--- config.mk ---
export PLATFORM = sky130hd
export DESIGN_NAME = ring_monitor
export DESIGN_NICKNAME = d
export VERILOG_FILES = /design/src/rtl/ring_monitor.sv
export SDC_FILE = /design/constraint.sdc
export NUM_CORES = 1
export LEC_CHECK = 0
export ABC_AREA = 1
export CORE_MARGIN = 5
export CORE_UTILIZATION = 49
export CTS_CLUSTER_DIAMETER = 60
export CTS_CLUSTER_SIZE = 24
export DETAILED_ROUTE_END_ITERATION = 10
export PLACE_DENSITY = 0.82
export SETUP_SLACK_MARGIN = 0.15
export SLEW_MARGIN = 15
export SYNTH_ARGS = -nofsm -noshare
export SYNTH_HDL_FRONTEND = slang
export SYNTH_SLANG_ARGS = --single-unit
export TNS_END_PERCENT = 10
--- constraint.sdc ---
create_clock -name clk -period 1.54 [get_ports clk]
set_clock_uncertainty 0.1 [all_clocks]
set_input_delay 0.462 -clock clk [delete_from_list [all_inputs] [get_ports clk]]
set_output_delay 0.462 -clock clk [all_outputs]
set_load 0.01 [all_outputs]
--- src/rtl/ring_monitor.sv ---
// ring_monitor
// Receive-side checker for a WIDTH-bit ring-counter bus. Each enabled cycle
// the ring word is sampled and checked for being one-hot and for advancing by
// exactly one left rotation from the previous one-hot sample. After LOCK_CNT
// consecutive correct rotations the monitor declares lock; once locked, every
// wrong sample raises a one-cycle err_pulse and bumps a saturating counter.
//
// Ports
//   clk       in   rising-edge clock
//   rst       in   asynchronous active-low reset
//   en        in   sample enable; ring_in ignored and all state held when 0
//   ring_in   in   [WIDTH-1:0] ring-counter word under check
//   clr_err   in   synchronous clear of err_cnt (wins over an increment)
//   idx       out  [$clog2(WIDTH)-1:0] binary index of last one-hot sample
//   onehot_ok out  last enabled sample was one-hot
//   locked    out  monitor is locked to a correct rotation sequence
//   err_pulse out  one-cycle pulse per sequence error while locked
//   err_cnt   out  [ERR_W-1:0] saturating count of sequence errors
module ring_monitor #(
    parameter int WIDTH    = 4,
    parameter int LOCK_CNT = 2,
    parameter int ERR_W    = 8
) (
    input  logic                       clk,
    input  logic                       rst,
    input  logic                       en,
    input  logic [WIDTH-1:0]           ring_in,
    input  logic                       clr_err,
    output logic [$clog2(WIDTH)-1:0]   idx,
    output logic                       onehot_ok,
    output logic                       locked,
    output logic                       err_pulse,
    output logic [ERR_W-1:0]           err_cnt
);

    localparam int IDX_W  = $clog2(WIDTH);
    localparam int GOOD_W = $clog2(LOCK_CNT + 1);

    typedef enum logic [1:0] {
        HUNT   = 2'd0,
        TRACK  = 2'd1,
        LOCKED = 2'd2
    } state_t;

    // Exactly one bit set: nonzero and clearing the lowest set bit leaves zero.
    function automatic logic is_onehot(input logic [WIDTH-1:0] w);
        return (w != {WIDTH{1'b0}}) && ((w & (w - WIDTH'(1))) == {WIDTH{1'b0}});
    endfunction

    // Binary position of the set bit; only meaningful for one-hot inputs.
    function automatic logic [IDX_W-1:0] onehot_to_idx(input logic [WIDTH-1:0] w);
        logic [IDX_W-1:0] r;
        r = {IDX_W{1'b0}};
        for (int i = 0; i < WIDTH; i++) begin
            if (w[i]) begin
                r = IDX_W'(i);
            end else begin
                r = r;
            end
        end
        return r;
    endfunction

    state_t              state_q, state_d;
    logic [WIDTH-1:0]    prev_q, prev_d;
    logic [GOOD_W-1:0]   good_cnt_q, good_cnt_d;
    logic [IDX_W-1:0]    idx_q, idx_d;
    logic                onehot_ok_q, onehot_ok_d;
    logic                locked_q, locked_d;
    logic                err_pulse_q, err_pulse_d;
    logic [ERR_W-1:0]    err_cnt_q, err_cnt_d;

    logic                sample_oh_s;
    logic                match_s;
    logic                seq_err_s;
    logic [GOOD_W-1:0]   good_inc_s;
    logic [WIDTH-1:0]    expect_s;

    // Expected word and per-sample classification.
    always_comb begin
        expect_s    = {prev_q[WIDTH-2:0], prev_q[WIDTH-1]};
        sample_oh_s = is_onehot(ring_in);
        // prev is one-hot outside HUNT, so a match implies a one-hot sample there.
        match_s     = (ring_in == expect_s);
        good_inc_s  = good_cnt_q + GOOD_W'(1);
    end

    // Next-state and next-output logic; everything holds when en is low.
    always_comb begin
        state_d     = state_q;
        prev_d      = prev_q;
        good_cnt_d  = good_cnt_q;
        idx_d       = idx_q;
        onehot_ok_d = onehot_ok_q;
        locked_d    = locked_q;
        err_pulse_d = 1'b0;
        err_cnt_d   = err_cnt_q;
        seq_err_s   = 1'b0;
        if (en) begin
            onehot_ok_d = sample_oh_s;
            if (sample_oh_s) begin
                idx_d = onehot_to_idx(ring_in);
            end else begin
                idx_d = idx_q;
            end
            case (state_q)
                HUNT: begin
                    if (sample_oh_s) begin
                        prev_d     = ring_in;
                        good_cnt_d = {GOOD_W{1'b0}};
                        state_d    = TRACK;
                    end else begin
                        state_d    = HUNT;
                    end
                end
                TRACK: begin
                    if (match_s) begin
                        prev_d     = ring_in;
                        good_cnt_d = good_inc_s;
                        if (good_inc_s == GOOD_W'(LOCK_CNT)) begin
                            state_d = LOCKED;
                        end else begin
                            state_d = TRACK;
                        end
                    end else if (sample_oh_s) begin
                        // Valid but out of sequence: restart the run from here.
                        prev_d     = ring_in;
                        good_cnt_d = {GOOD_W{1'b0}};
                        state_d    = TRACK;
                    end else begin
                        state_d    = HUNT;
                    end
                end
                LOCKED: begin
                    if (match_s) begin
                        prev_d  = ring_in;
                        state_d = LOCKED;
                    end else begin
                        // Includes a stalled (repeated) word.
                        seq_err_s = 1'b1;
                        if (sample_oh_s) begin
                            prev_d     = ring_in;
                            good_cnt_d = {GOOD_W{1'b0}};
                            state_d    = TRACK;
                        end else begin
                            state_d    = HUNT;
                        end
                    end
                end
                default: begin
                    prev_d     = {WIDTH{1'b0}};
                    good_cnt_d = {GOOD_W{1'b0}};
                    state_d    = HUNT;
                end
            endcase
            locked_d    = (state_d == LOCKED);
            err_pulse_d = seq_err_s;
            if (clr_err) begin
                err_cnt_d = {ERR_W{1'b0}};
            end else if (seq_err_s && (err_cnt_q != {ERR_W{1'b1}})) begin
                err_cnt_d = err_cnt_q + ERR_W'(1);
            end else begin
                err_cnt_d = err_cnt_q;
            end
        end else begin
            err_pulse_d = 1'b0;
        end
    end

    // State and registered outputs.
    always_ff @(posedge clk or negedge rst) begin
        if (!rst) begin
            state_q     <= HUNT;
            prev_q      <= {WIDTH{1'b0}};
            good_cnt_q  <= {GOOD_W{1'b0}};
            idx_q       <= {IDX_W{1'b0}};
            onehot_ok_q <= 1'b0;
            locked_q    <= 1'b0;
            err_pulse_q <= 1'b0;
            err_cnt_q   <= {ERR_W{1'b0}};
        end else begin
            state_q     <= state_d;
            prev_q      <= prev_d;
            good_cnt_q  <= good_cnt_d;
            idx_q       <= idx_d;
            onehot_ok_q <= onehot_ok_d;
            locked_q    <= locked_d;
            err_pulse_q <= err_pulse_d;
            err_cnt_q   <= err_cnt_d;
        end
    end

    assign idx       = idx_q;
    assign onehot_ok = onehot_ok_q;
    assign locked    = locked_q;
    assign err_pulse = err_pulse_q;
    assign err_cnt   = err_cnt_q;

endmodule

# After elaboration in Yosys (flattened, before gate mapping)
# Cells that the tools add are included.
[op_classes]
n_eq_ne = 7
n_bitwise = 1
reduce_logical = 10
add_sub_neg = 3
mux = 22
[ops]
columns = ["cell", "count"]
rows = [
  ["$mux W2", 9],
  ["$mux W8", 2],
  ["$pmux W2 S3", 2],
  ["$add A8 B1 Y8 const B", 1],
  ["$mux W4", 2],
  ["$ne A8 B8 Y1 const B", 1],
  ["$pmux W4 S2", 1],
  ["$eq A2 B2 Y1 const B", 3],
  ["$mux W1", 6],
  ["$reduce_and A2 Y1", 3],
  ["$and A4 B4 Y4", 1],
  ["$eq A4 B4 Y1", 1],
  ["$logic_not A4 Y1", 1],
  ["$reduce_bool A4 Y1", 1],
  ["$sub A4 B1 Y4 const B", 1],
  ["$add A2 B1 Y2 const B", 1],
  ["$eq A2 B1 Y1 const B", 1],
  ["$logic_and A1 B1 Y1", 2],
  ["$logic_not A2 Y1", 1],
  ["$ne A2 B2 Y1 const B", 1],
  ["$reduce_bool A2 Y1", 1],
  ["$reduce_or A2 Y1", 1],
]
[word_totals]
inputBits = 8
elab_cells = 51
reg_bits = 21
out_inout_bits = 13

# Logic depth before layout (Yosys ltp)
# Gate-level depths: netlist of run 1.
[depth]
ltp_word = 9
mapped_depth = 12

# Worst setup path before layout of run 1
# OpenSTA, ideal clock, no wires.
[synth_timing]
path_kind = "register -> register"
from = "reg err_cnt_q[0], in the netlist err_cnt[0]"
to = "reg err_cnt_q[2], in the netlist err_cnt[2]"
slack_ns = -0.085
period_less_slack_ns = 1.625
path_buffers = 0
arrival_time_ns = 1.408
path_stages_with_launch = 9
path_cell_list = "dfrtp_1 ha_1 nand2_1 nor3_1 nand3_1 nand4_4 nand2_4 nand2_1 nand2_1"
[synth_via]
elab_chain_cells = 4
word_cells_on_any_way = 7
cone_classes = "add/sub: 1; eq/ne: 1; mux: 2; reduce/logical: 3"
[synth_lines]
columns = ["element", "line_no", "source"]
rows = [
  ["start, declared", "71", "logic [ERR_W-1:0] err_cnt_q, err_cnt_d;"],
  ["start signal, assigned", "180", "err_cnt_q <= {ERR_W{1'b0}};"],
  ["start signal, assigned", "189", "err_cnt_q <= err_cnt_d;"],
  ["parallel branches: the longest is 4 deep, another holds $add A8 B1 Y8", "n/a", ""],
]
# Parallel ways; which one is timed is not known. The select of a mux whose other input is x is not followed.
# A chain may end at the register's enable or synchronous reset.

# Worst setup path in the final report of run 1
[layout_timing]
from = "reg err_cnt_q[0], in the netlist err_cnt[0]"
to = "reg err_cnt_q[3], in the netlist err_cnt[3]"
# Same word-level chain as after synthesis.

==> parameters.txt, run 1 <==
Parameter                              Value

Global routing
  Initial antenna violation count ... 0
  GR Util All Layers ... a little over a fifth
  Global route total overflow ... 0
  Vias in the first global route ... 1,633
  Largest net degree at the start of global routing ... 22
  First-pass GRT wire length ... between 7000 and 8000 um

Placement
  Port Buffer Count ... 20
  GP Congestion ... 0.8453
  Post-Place Cells ... 306
  Instance area after placement ... between 2000 and 2500 sq um
  Post-detail-place hpwl ... 2720 um

Logic synthesis
  Synthesis warning total ... 0
  Parity-gate share of the synthesized area counting xor and xnor cells ... 2.305%
  Library cell occupying the most area in the post-synthesis netlist ... sky130_fd_sc_hd__dfrtp_1
  Unique masters post-synth ... 24
  Area contributors post-synth ... sky130_fd_sc_hd__dfrtp_1 (35%), sky130_fd_sc_hd__nand2_1 (22%), sky130_fd_sc_hd__nand3_1 (9.2%), sky130_fd_sc_hd__ha_1 (5.8%), sky130_fd_sc_hd__inv_1 (4.0%)
  Mean Syn Cell Area ... 6.910 sq um
  Main combinational cell family by area after synthesis ... simple AND/OR/NAND/NOR gates
  Synthesized cell area ... 1520 sq um
  Commonest register cell after synthesis ... sky130_fd_sc_hd__dfrtp_1
  Synth Area in Compound Gates ... 2.387%
  Share of the synthesized area in the top cell type ... 34.57%
  Sequential fraction of the synthesis area ... 34.57%
  Basic-gate share of the synthesized area counting and, or, nand and nor cells ... 47.98%
  Flip-flop and latch count after synthesis ... 21
  Post-synth EDFFs ... 0
  Multiplexer share of the synthesized area ... 0%
  Synthesized-area fraction occupied by adder cells ... 5.761%
  Post-synth ARST share ... 100.0%
  Cell with the most instances after synthesis ... sky130_fd_sc_hd__nand2_1
  Most numerous cell types in the synthesized netlist ... sky130_fd_sc_hd__nand2_1 (90), sky130_fd_sc_hd__nand3_1 (28), sky130_fd_sc_hd__dfrtp_1 (21), sky130_fd_sc_hd__inv_1 (16), sky130_fd_sc_hd__nor2_1 (16)
  Post-synth net total ... 235
  Synthesized netlist cell count ... 220

Timing
  Setup TNS ... -0.9583 ns
  Worst max-slew margin expressed relative to the limit ... between 70 and 80%
  Timing-limited maximum frequency ... about 0.6 GHz
  RSZ-0062 raised after global routing ... true
  Ratio of final minimum period to clock period ... 108.9%
  Fin worst setup slack ... -0.1370 ns
  Worst Tran Pin Value ... ~0.41 ns
  Number of hold-slack violations in the final timing report ... 0
  Finish-stage setup viols ... 9
  Clock period minus final worst setup slack ... 1.677 ns
  Max Transition Viols Final ... 0
  Worst-case hold slack ... 0.3639 ns

Die
  Die boundary width ... 65.70 um
  Starting utilization of the core area ... between 50% and 60%
  Row cnt ... 20
  Core region area ... 3003 sq um
  I/O pin count ... 21
  Height of the chip ... 65.70 um
  Die area ... 4316 sq um

Flow run
  MaxCap Viol Count ... 0

Hold path
  Worst hold-check path type ... input pin to async pin

Routing
  Final routed DRC violation total ... 0
  Number of nets with antenna violations after routing ... 0
  Final wirelength ... 4757 um
  Vias per cell ... 5.341
  Starting DRT DRC Count ... 120
  Routed wire length per instance ... between 10 and 15 um
  Via count ... 1,725
  First-pass detailed-route iteration total ... 4

Setup path
  Worst R2R Start ... err_cnt[0]$_DFFE_PN0P_
  Critical path arrival ... between 1.5 and 2 ns
  Largest fanout on the critical path ... 7
  Worst reg2reg endpoint ... err_cnt[3]$_DFFE_PN0P_
  Critical path class ... flip-flop to flip-flop
  Number of cells traversed by the worst register-to-register path ... 9
  Required time of the critical path ... 1.66 ns
  Library cell contributing the largest single delay on the critical path ... sky130_fd_sc_hd__dfrtp_1
  Number of buffers and inverters on the critical path ... 1
  Category of the worst setup path capture point ... flip-flop
  Flop2flop setup slack ... -0.14 ns
  Cell type group with the largest total delay on the critical path ... simple AND/OR/NAND/NOR gates
  Chain of cells forming the critical path ... buf_6 -> ha_4 -> nand2_4 -> nor3_4 -> nand3_2 -> nand4_4 -> nand2_4 -> nand2_1 -> nand2_1
  Startpoint type of the worst setup path ... flip-flop
  Worst stage delay on the critical path ... ~0.4 ns

Pwr
  Peak supply drop ... 0.3548 mV
  Pleak ... between 1 and 1.5 nW
  Power density relative to cell area ... 758.6 nW/um^2
  Post-route total power ... 0.001709 W

Clock network
  Clock-pin slew of the registers on the worst-case setup and hold paths ... 0.13 ns
  Sinks on the clock net ... 21
  Clock Tree Buf Depth ... 2
  Source-to-sink clock delay at the later pin of the worst-skew pair ... around 0.32 ns
  TritonCTS clock tree ... done
  Number of H-tree levels ... 1
  Cell at the root of the clock tree ... sky130_fd_sc_hd__clkbuf_4
  Number of buffers inserted during clock tree synthesis ... 3
  Number of hold buffers added after CTS ... 0

Cells and area
  Diodes inserted ... 0
  Area of combinational cells with multiple inputs ... 1036 sq um
  Storage element area ... 525.5 sq um
  Non-filler cells in the finished layout ... 323
  Final layout net count ... a little over 300
  Area growth, synth to finish ... 48.15%
  Finished Cell Area ... 2252 sq um
  Share of final-layout standard cells stronger than drive strength 1 ... 41.38%
  Number of fillers in the final layout ... 195

Run status
  Result of the run ... finished with violations
  Violated checks ... setup timing
-- worst max-delay path by stage --
stage / startpoint / endpoint / slack (ns) / cells past startpoint
floorplan: err_cnt[0]$_DFFE_PN0P_ / err_cnt[2]$_DFFE_PN0P_ / -0.009 / 8
global placement: ring_in[3] / locked$_DFFE_PN0P_ / -0.61 / 12
detailed placement: ring_in[3] / locked$_DFFE_PN0P_ / -0.65 / 12
CTS: err_cnt[0]$_DFFE_PN0P_ / err_cnt[6]$_DFFE_PN0P_ / -0.05 / 9
global route: err_cnt[0]$_DFFE_PN0P_ / err_cnt[7]$_DFFE_PN0P_ / -0.22 / 9
finish: err_cnt[0]$_DFFE_PN0P_ / err_cnt[3]$_DFFE_PN0P_ / -0.14 / 9
-- kinds of logic after synthesis --
kind of cell    count (synthesis)
simple gates                  156
buf+inv                        26
flops                          21
fa+ha+maj                       7
compound gates                  6
xor+xnor                        4
-- area by class of cell --
class	instances	share of cell area, %
clock buffers	3	1.000
clock inverters	1	0.2222
inverters	23	3.833
multi-input cells	173	46.00
flip-flops and latches	21	23.33
well taps	33	1.833
repair buffers	69	23.78
-- cell usage in the layout, fill, tap and decap left out --
master | netlist | routed
sky130_fd_sc_hd__xnor2_2 | 0 | 1
sky130_fd_sc_hd__nor2_2 | 2 | 7
sky130_fd_sc_hd__clkinv_2 | 0 | 1
sky130_fd_sc_hd__o21ai_1 | 2 | 2
sky130_fd_sc_hd__dfrtp_1 | 21 | 21
sky130_fd_sc_hd__dlygate4sd2_1 | 0 | 3
sky130_fd_sc_hd__a21oi_1 | 2 | 2
sky130_fd_sc_hd__nand2_1 | 90 | 82
sky130_fd_sc_hd__inv_2 | 7 | 12
sky130_fd_sc_hd__nor3_4 | 0 | 2
sky130_fd_sc_hd__nor2_4 | 0 | 1
sky130_fd_sc_hd__nor2_8 | 2 | 2
sky130_fd_sc_hd__nand3_1 | 28 | 25
sky130_fd_sc_hd__ha_2 | 0 | 1
sky130_fd_sc_hd__nand4_4 | 1 | 1
sky130_fd_sc_hd__o21ai_2 | 1 | 1
sky130_fd_sc_hd__nand3_2 | 0 | 2
sky130_fd_sc_hd__nand2_2 | 7 | 13
sky130_fd_sc_hd__ha_4 | 0 | 3
sky130_fd_sc_hd__nand4_1 | 2 | 2
sky130_fd_sc_hd__buf_6 | 1 | 5
sky130_fd_sc_hd__buf_2 | 1 | 12
sky130_fd_sc_hd__ha_1 | 7 | 3
sky130_fd_sc_hd__nor2_1 | 16 | 10
sky130_fd_sc_hd__nor3_1 | 6 | 3
sky130_fd_sc_hd__inv_1 | 16 | 11
sky130_fd_sc_hd__nand2_8 | 1 | 1
sky130_fd_sc_hd__xor2_1 | 3 | 3
sky130_fd_sc_hd__clkbuf_2 | 0 | 2
sky130_fd_sc_hd__clkbuf_4 | 0 | 3
sky130_fd_sc_hd__o21bai_1 | 1 | 1
sky130_fd_sc_hd__buf_12 | 0 | 2
sky130_fd_sc_hd__nand3_4 | 0 | 1
sky130_fd_sc_hd__nand2_4 | 1 | 3
sky130_fd_sc_hd__nor3_2 | 0 | 1
sky130_fd_sc_hd__buf_4 | 0 | 43
sky130_fd_sc_hd__clkdlybuf4s50_1 | 0 | 2
-- report_power, final --
part	internal (W)	switching, W
clock	0.0000974	0.000192
sequential	0.000609	0.0000519
combinational	0.000338	0.000420
total	0.00104	0.000664
-- per-stage QoR --
step | util, % | setup slack [ns]
floorplan | - | -0.008529
global placement | 68.00 | -0.6084
detailed placement | 68.00 | -0.6526
CTS | 72.42 | -0.04941
global route | 75.00 | -0.2229
finish | 75.00 | -0.1370
-- metal layers --
metal | share of wire (%) | up-vias | global-route usage [%]
met5 | 0 | - | 0
met4 | 3.5 | 0 | 7.772
met3 | 4.6 | 19 | 3.077
met2 | 51 | 60 | 39.05
met1 | 41 | 820 | 24.01
li1 | - | 826 | -
-- sequential cells by signal (all words and copies together), names as in the netlist --
signal / count
err_pulse: 1
err_cnt: 8
idx: 2
locked: 1
good_cnt_q: 2
state_q: 2
onehot_ok: 1
prev_q: 4
-- timing repair --
| action | CTS | global route |
|---|---|---|
| pin swaps | 9 | 15 |
| endpoints found under the setup margin | 34 | 34 |
| setup buffers | 11 | 2 |
| gates resized for setup | 82 | 22 |
No activity file was read; power rests on OpenSTA's default activity.
==> inputs of run 2 (changes only) <==
CORE_UTILIZATION = 56   (was 49)
DONT_BUFFER_PORTS = 1   (was unset)
PLACE_DENSITY = 0.81   (was 0.82)
==> run 2 against run 1 <==
  * The flow now finishes without violations
  * Worst hold slack worse by 0.23 ns
  * Maximum frequency up 9.6%
  * Critical path depth up 2
  * Largest cell class unchanged
  * Sequential share of layout area up 5.9 points
  * Routed wire length down 27%
  * Clock power down 8.7%
==> parameters.txt, run 2 (synthesis gave the netlist of run 1 again) <==
Parameter                              Value

Clock network
  Cell at the root of the clock tree ... sky130_fd_sc_hd__clkbuf_4
  Number of H-tree levels ... 1
  Clock-pin slew of the registers on the worst-case setup and hold paths ... between 0.1 and 0.15 ns
  Source-to-sink clock delay at the later pin of the worst-skew pair ... about 0.30 ns
  TritonCTS clock tree ... done
  Sinks on the clock net ... 21
  Clock Tree Buf Depth ... 2
  Number of buffers inserted during clock tree synthesis ... 3

Pwr
  Share of power burned in combinational logic ... 36.4%
  Pleak ... 0.9816 nW
  Share of total power consumed by net switching ... 38.02%
  Design internal power ... 0.0009175 W
  Relative contribution of the clock network to total power ... roughly 18%
  Peak supply drop ... 0.6325 mV
  Net Sw Power ... 0.0005629 W
  Sequential group share of total power ... 45.7%
  Power density relative to cell area ... 818.8 nW/um^2

Timing
  RSZ-0062 raised after global routing ... true
  Ratio of final minimum period to clock period ... 99.39%
  Setup TNS ... 0 ns
  Clock period minus final worst setup slack ... 1.531 ns
  Worst Tran Pin Value ... a little over 0.9 ns
  Worst-case hold slack ... between 0.1 and 0.15 ns
  Finish-stage setup viols ... 0
  Number of hold-slack violations in the final timing report ... 0
  Timing-limited maximum frequency ... approximately 0.65 GHz
  Worst max-slew margin expressed relative to the limit ... 39.66%
  Max Transition Viols Final ... 0

Die
  Die area ... 3856 sq um
  I/O pin count ... 21
  Starting utilization of the core area ... 59.73%
  Core region area ... between 2000 and 3000 sq um
  Height of the chip ... 62.10 um
  Row cnt ... 18
  Die boundary width ... 62.10 um

Routing
  Vias per cell ... 5.288
  Via count ... 1,433
  Final wirelength ... roughly 3500 um
  First-pass detailed-route iteration total ... 4
  Final routed DRC violation total ... 0
  Routed wire length per instance ... 12.86 um
  Starting DRT DRC Count ... 74
  Number of nets with antenna violations after routing ... 0

Flow run
  MaxCap Viol Count ... 0

Global routing
  Initial antenna violation count ... 0
  GR Util All Layers ... around 18%
  Vias in the first global route ... 1,354
  Largest net degree at the start of global routing ... 22
  First-pass GRT wire length ... between 6000 and 7000 um
  Global route total overflow ... 0

Cells and area
  Finished Cell Area ... 1808 sq um
  Share of final-layout standard cells stronger than drive strength 1 ... 27.39%
  Final layout net count ... approximately 260
  Number of flip-flops under the largest register name ... 8
  Area growth, synth to finish ... 18.93%
  Commonest non-fill, non-tap cells in the layout ... sky130_fd_sc_hd__nand2_1 (84), sky130_fd_sc_hd__nand3_1 (27), sky130_fd_sc_hd__dfrtp_1 (19)
  Diodes inserted ... 0
  Non-filler cells in the finished layout ... 271
  Most common library cell in the layout ignoring fill and taps ... sky130_fd_sc_hd__nand2_1

Placement
  GP Congestion ... 0.8259
  Port Buffer Count ... 0
  Instance area after placement ... 1655 sq um
  Post-detail-place hpwl ... 2558 um
  Post-Place Cells ... about 260

Setup path
  Launching instance or port of the critical path ... prev_q[0]$_DFFE_PN0P_
  Number of cells traversed by the worst register-to-register path ... 11
  Worst reg2reg endpoint ... locked$_DFFE_PN0P_
  Largest fanout on the critical path ... 10
  Worst stage delay on the critical path ... 0.42 ns
  Worst R2R Start ... prev_q[0]$_DFFE_PN0P_
  Flop2flop setup slack ... just over 0.009 ns
  Chain of cells forming the critical path ... inv_1 -> nand2_1 -> nand2_2 -> nor2_8 -> nand2_8 -> nor2_2 -> nand2_1 -> nand2_1 -> nand2_1 -> nand2_1 -> nand2_1
  Dominant cell type by count on the critical path ... sky130_fd_sc_hd__nand2_1
  Library cell contributing the largest single delay on the critical path ... sky130_fd_sc_hd__dfrtp_1
  Startpoint type of the worst setup path ... flip-flop
  Critical path arrival ... around 1.6 ns
  Critical path class ... flip-flop to flip-flop
  Number of buffers and inverters on the critical path ... 1
  Required time of the critical path ... 1.64 ns
  Category of the worst setup path capture point ... flip-flop
  Cell type group with the largest total delay on the critical path ... simple AND/OR/NAND/NOR gates

Hold path
  Destination of the worst hold path ... state_q[1]$_DFFE_PN0P_
  Hold Path Depth ... 1
  Worst hold-check path type ... input pin to flip-flop
  Worst Min Path Start ... en

Run status
  Result of the run ... complete, no violations
[run 2: cell count changes in the layout (fill, tap and decap cells not counted), moves of 3 or more]
cell                            delta
sky130_fd_sc_hd__buf_4            -28
sky130_fd_sc_hd__buf_2            -12
sky130_fd_sc_hd__dlygate4sd2_1     -3
sky130_fd_sc_hd__nor2_1            +3
sky130_fd_sc_hd__nor2_2            -3
[run 2: worst max-delay path by stage]
stage,cells after the start,endpoint
global placement,9,good_cnt_q[1]$_DFFE_PN0P_
floorplan,8,err_cnt[2]$_DFFE_PN0P_
finish,11,locked$_DFFE_PN0P_
global route,8,err_cnt[0]$_DFFE_PN0P_
CTS,8,err_cnt[6]$_DFFE_PN0P_
detailed placement,8,err_cnt[6]$_DFFE_PN0P_
[run 2: layer usage]
metal | wire, um | GRT usage [%] | part of all wire, %
met5 | 0 | 0 | 0
met4 | 53 | 5.149 | 1.5
met3 | 135 | 3.237 | 3.9
met2 | 1761 | 32.51 | 51
met1 | 1536 | 22.62 | 44
[run 2: repair_timing]
item / in CTS / in global routing
hold endpoints to repair: 21 / 0
hold buffers: 1 / 0
buffers inserted: 1 / 2
cloned: 1 / 0
gates resized for setup: 20 / 8
pin swaps: 13 / 6
setup endpoints to repair: 23 / 46
[run 2: final cells by class]
cell class	instances	area (sq um)
Tap cell	30	37.54
Clock buffer	4	26.28
Sequential cell	21	528.0
Inverter	23	86.33
Fill cell	207	737.0
Timing Repair Buffer	19	158.9
Multi-Input combinational cell	174	970.9
[run 2: power by group through the flow]
stage / clock [W] / sequential, W / combinational, W
6_report: 0.000264 / 0.000677 / 0.000539
5_1_grt: 0.000297 / 0.000687 / 0.000607
4_1_cts: 0.000272 / 0.000679 / 0.000522
3_5_place_dp: 0 / 0.000689 / 0.000476
3_3_place_gp: 0 / 0.000685 / 0.000464
2_1_floorplan: 0 / 0.000678 / 0.000387
[run 2: per-stage QoR]
| step | total power (W) | setup WS, ns | util, % |
|---|---|---|---|
| after floorplan | 0.001065 | -0.008529 | - |
| after global placement | 0.001149 | 0.005212 | 65.04 |
| after detailed placement | 0.001165 | -0.04348 | 65.04 |
| after global routing | 0.001590 | -0.1283 | 71.04 |
| after CTS | 0.001472 | -0.04068 | 69.76 |
| final | 0.001480 | 0.009345 | 71.04 |
==> inputs of run 3 (changes only) <==
CORE_UTILIZATION = 60   (was 56)
PLACE_DENSITY = 0.83   (was 0.81)
clock period = 1.85 ns   (was 1.54 ns; I/O delays follow)
==> run 3 against run 2 <==
  * Critical path depth fell by 3
  * Register-to-register slack improved by 0.20 ns
  * Clock-buffer cell count fell by 1
  * Worst hold slack improved by 0.11 ns
  * Largest power group unchanged
==> parameters.txt, run 3 (synthesis gave the netlist of run 1 again) <==
Parameter                              Value

Timing
  Setup TNS ... 0 ns
  Worst Tran Pin Value ... slightly above 0.9 ns
  Timing-limited maximum frequency ... roughly 0.61 GHz
  Max Transition Viols Final ... 0
  Worst-case hold slack ... 0.2508 ns
  Ratio of final minimum period to clock period ... about nine tenths
  RSZ-0062 raised after global routing ... true
  Finish-stage setup viols ... 0
  Worst max-slew margin expressed relative to the limit ... between 30% and 40%
  Clock period minus final worst setup slack ... 1.637 ns
  Number of hold-slack violations in the final timing report ... 0

Setup path
  Critical path arrival ... 1.75 ns
  Number of buffers and inverters on the critical path ... 0
  Worst stage delay on the critical path ... 0.38 ns
  Library cell contributing the largest single delay on the critical path ... sky130_fd_sc_hd__dfrtp_1
  Largest fanout on the critical path ... 10
  Cell type group with the largest total delay on the critical path ... simple AND/OR/NAND/NOR gates
  Category of the worst setup path capture point ... flip-flop
  Chain of cells forming the critical path ... ha_1 -> nand2_1 -> nor3_4 -> nand3_1 -> nand4_4 -> nand2_4 -> nand2_1 -> nand2_1
  Required time of the critical path ... about 2.0 ns
  Critical path class ... flip-flop to flip-flop
  Dominant cell type by count on the critical path ... sky130_fd_sc_hd__nand2_1
  Startpoint type of the worst setup path ... flip-flop

Routing
  Routed wire length per instance ... between 10 and 15 um
  Via count ... 1,388
  First-pass detailed-route iteration total ... 4
  Starting DRT DRC Count ... 58
  Number of nets with antenna violations after routing ... 0
  Final routed DRC violation total ... 0
  Final wirelength ... 3338 um
  Vias per cell ... 5.338

Clock network
  Clock Tree Buf Depth ... 2
  Sinks on the clock net ... 21
  Number of buffers inserted during clock tree synthesis ... 3
  Source-to-sink clock delay at the later pin of the worst-skew pair ... 0.32 ns
  Clock-pin slew of the registers on the worst-case setup and hold paths ... 0.13 ns
  Number of H-tree levels ... 1
  Cell at the root of the clock tree ... sky130_fd_sc_hd__clkbuf_4
  TritonCTS clock tree ... done

Global routing
  Vias in the first global route ... 1,278
  First-pass GRT wire length ... 5478 um
  GR Util All Layers ... 19.55%
  Initial antenna violation count ... 0
  Largest net degree at the start of global routing ... 22
  Global route total overflow ... 0

Cells and area
  Number of fillers in the final layout ... ~200
  Area of combinational cells with multiple inputs ... 927.1 sq um
  Non-filler cells in the finished layout ... 260
  Number of flip-flops under the largest register name ... 8
  Finished Cell Area ... 1677 sq um
  Share of final-layout standard cells stronger than drive strength 1 ... between 15 and 20%
  Diodes inserted ... 0
  Area growth, synth to finish ... 10.29%
  Most common library cell in the layout ignoring fill and taps ... sky130_fd_sc_hd__nand2_1
  Storage element area ... between 500 and 600 sq um
  Final layout net count ... roughly 250
  Commonest non-fill, non-tap cells in the layout ... sky130_fd_sc_hd__nand2_1 (89), sky130_fd_sc_hd__nand3_1 (28), sky130_fd_sc_hd__dfrtp_1 (21)

Placement
  Post-detail-place hpwl ... 2454 um
  Post-Place Cells ... 253
  GP Congestion ... 0.8560
  Instance area after placement ... 1583 sq um
  Port Buffer Count ... 0

Die
  Die boundary width ... 60.34 um
  Die area ... 3640 sq um
  Starting utilization of the core area ... ~62%
  Height of the chip ... between 60 and 70 um
  Row cnt ... 18
  I/O pin count ... 21
  Core region area ... 2455 sq um

Pwr
  Peak supply drop ... 0.5565 mV
  Post-route total power ... 0.001215 W
  Power density relative to cell area ... between 700 and 800 nW/um^2
  Pleak ... 0.9382 nW

Flow run
  MaxCap Viol Count ... 0

Run status
  Result of the run ... complete, no violations

Hold path
  Worst hold-check path type ... input pin to flip-flop
==> run 3: cell count changes in the layout (fill, tap and decap cells not counted), moves of 2 or more <==
cell                      change
sky130_fd_sc_hd__buf_4        -7
sky130_fd_sc_hd__nand2_1      +5
sky130_fd_sc_hd__nand2_2      -5
sky130_fd_sc_hd__buf_6        -3
sky130_fd_sc_hd__inv_1        +3
sky130_fd_sc_hd__inv_2        -3
sky130_fd_sc_hd__nor2_1       +3
sky130_fd_sc_hd__dfrtp_1      +2
sky130_fd_sc_hd__dfrtp_2      -2
sky130_fd_sc_hd__ha_2         -2
sky130_fd_sc_hd__nor2_2       -2
==> run 3: layer usage <==
| layer | track usage [%] | vias to the layer above | wire length, um |
|---|---|---|---|
| li1 | - | 718 | - |
| met1 | 25.66 | 633 | 1523 |
| met2 | 33.02 | 32 | 1611 |
| met3 | 3.191 | 5 | 157 |
| met4 | 6.013 | 0 | 46 |
| met5 | 0 | - | 0 |
==> run 3: worst reg2reg max path, cell delays in order, from the launching register on <==
cell	delay, ns
sky130_fd_sc_hd__dfrtp_1	0.38
sky130_fd_sc_hd__ha_1	0.17
sky130_fd_sc_hd__nand2_1	0.11
sky130_fd_sc_hd__nor3_4	0.25
sky130_fd_sc_hd__nand3_1	0.14
sky130_fd_sc_hd__nand4_4	0.16
sky130_fd_sc_hd__nand2_4	0.09
sky130_fd_sc_hd__nand2_1	0.08
sky130_fd_sc_hd__nand2_1	0.05
==> run 3: final timing paths <==
kind                                         from                     end  slack [ns]  cells after the start
setup / recovery           err_cnt[0]$_DFFE_PN0P_  err_cnt[3]$_DFFE_PN0P_        0.21                      8
hold / removal                                 en  state_q[1]$_DFFE_PN0P_        0.25                      1
setup reg to reg           err_cnt[0]$_DFFE_PN0P_  err_cnt[3]$_DFFE_PN0P_        0.21                      8
hold reg to reg             prev_q[3]$_DFFE_PN0P_   prev_q[3]$_DFFE_PN0P_        0.43                      2
max in group asynchronous                     rst     err_pulse$_DFF_PN0_        0.75                      1
min in group asynchronous                     rst   prev_q[1]$_DFFE_PN0P_        0.32                      1
==> run 3: what timing repair did <==
item                                    in CTS  in global routing
gates resized for setup                      0                  9
hold endpoints to repair                    21                  0
endpoints found under the setup margin       0                 31
hold buffers                                 1                  0
buffers inserted                             0                  2
==> run 3: power by group <==
part           switching (W)  leakage [nW]  internal (W)
sequential         0.0000560         0.281      0.000507
combinational       0.000266         0.639      0.000152
clock               0.000153        0.0177     0.0000809
total               0.000475         0.938      0.000740
==> run 3: final cells by class <==
| class | instances | area share, % |
|---|---|---|
| clock buffers | 3 | 1.343 |
| clock inverters | 1 | 0.2985 |
| inverters | 23 | 5.149 |
| multi-input cells | 173 | 55.30 |
| flip-flops and latches | 21 | 31.34 |
| well taps | 30 | 2.239 |
| repair buffers | 9 | 4.328 |
==> run 3: stage by stage <==
step	utilization, %	setup WS [ns]
after floorplan	-	0.2245
after global placement	64.48	0.1969
after detailed placement	64.48	0.1704
after CTS	66.00	0.1523
after global routing	68.30	0.06989
final	68.30	0.2128
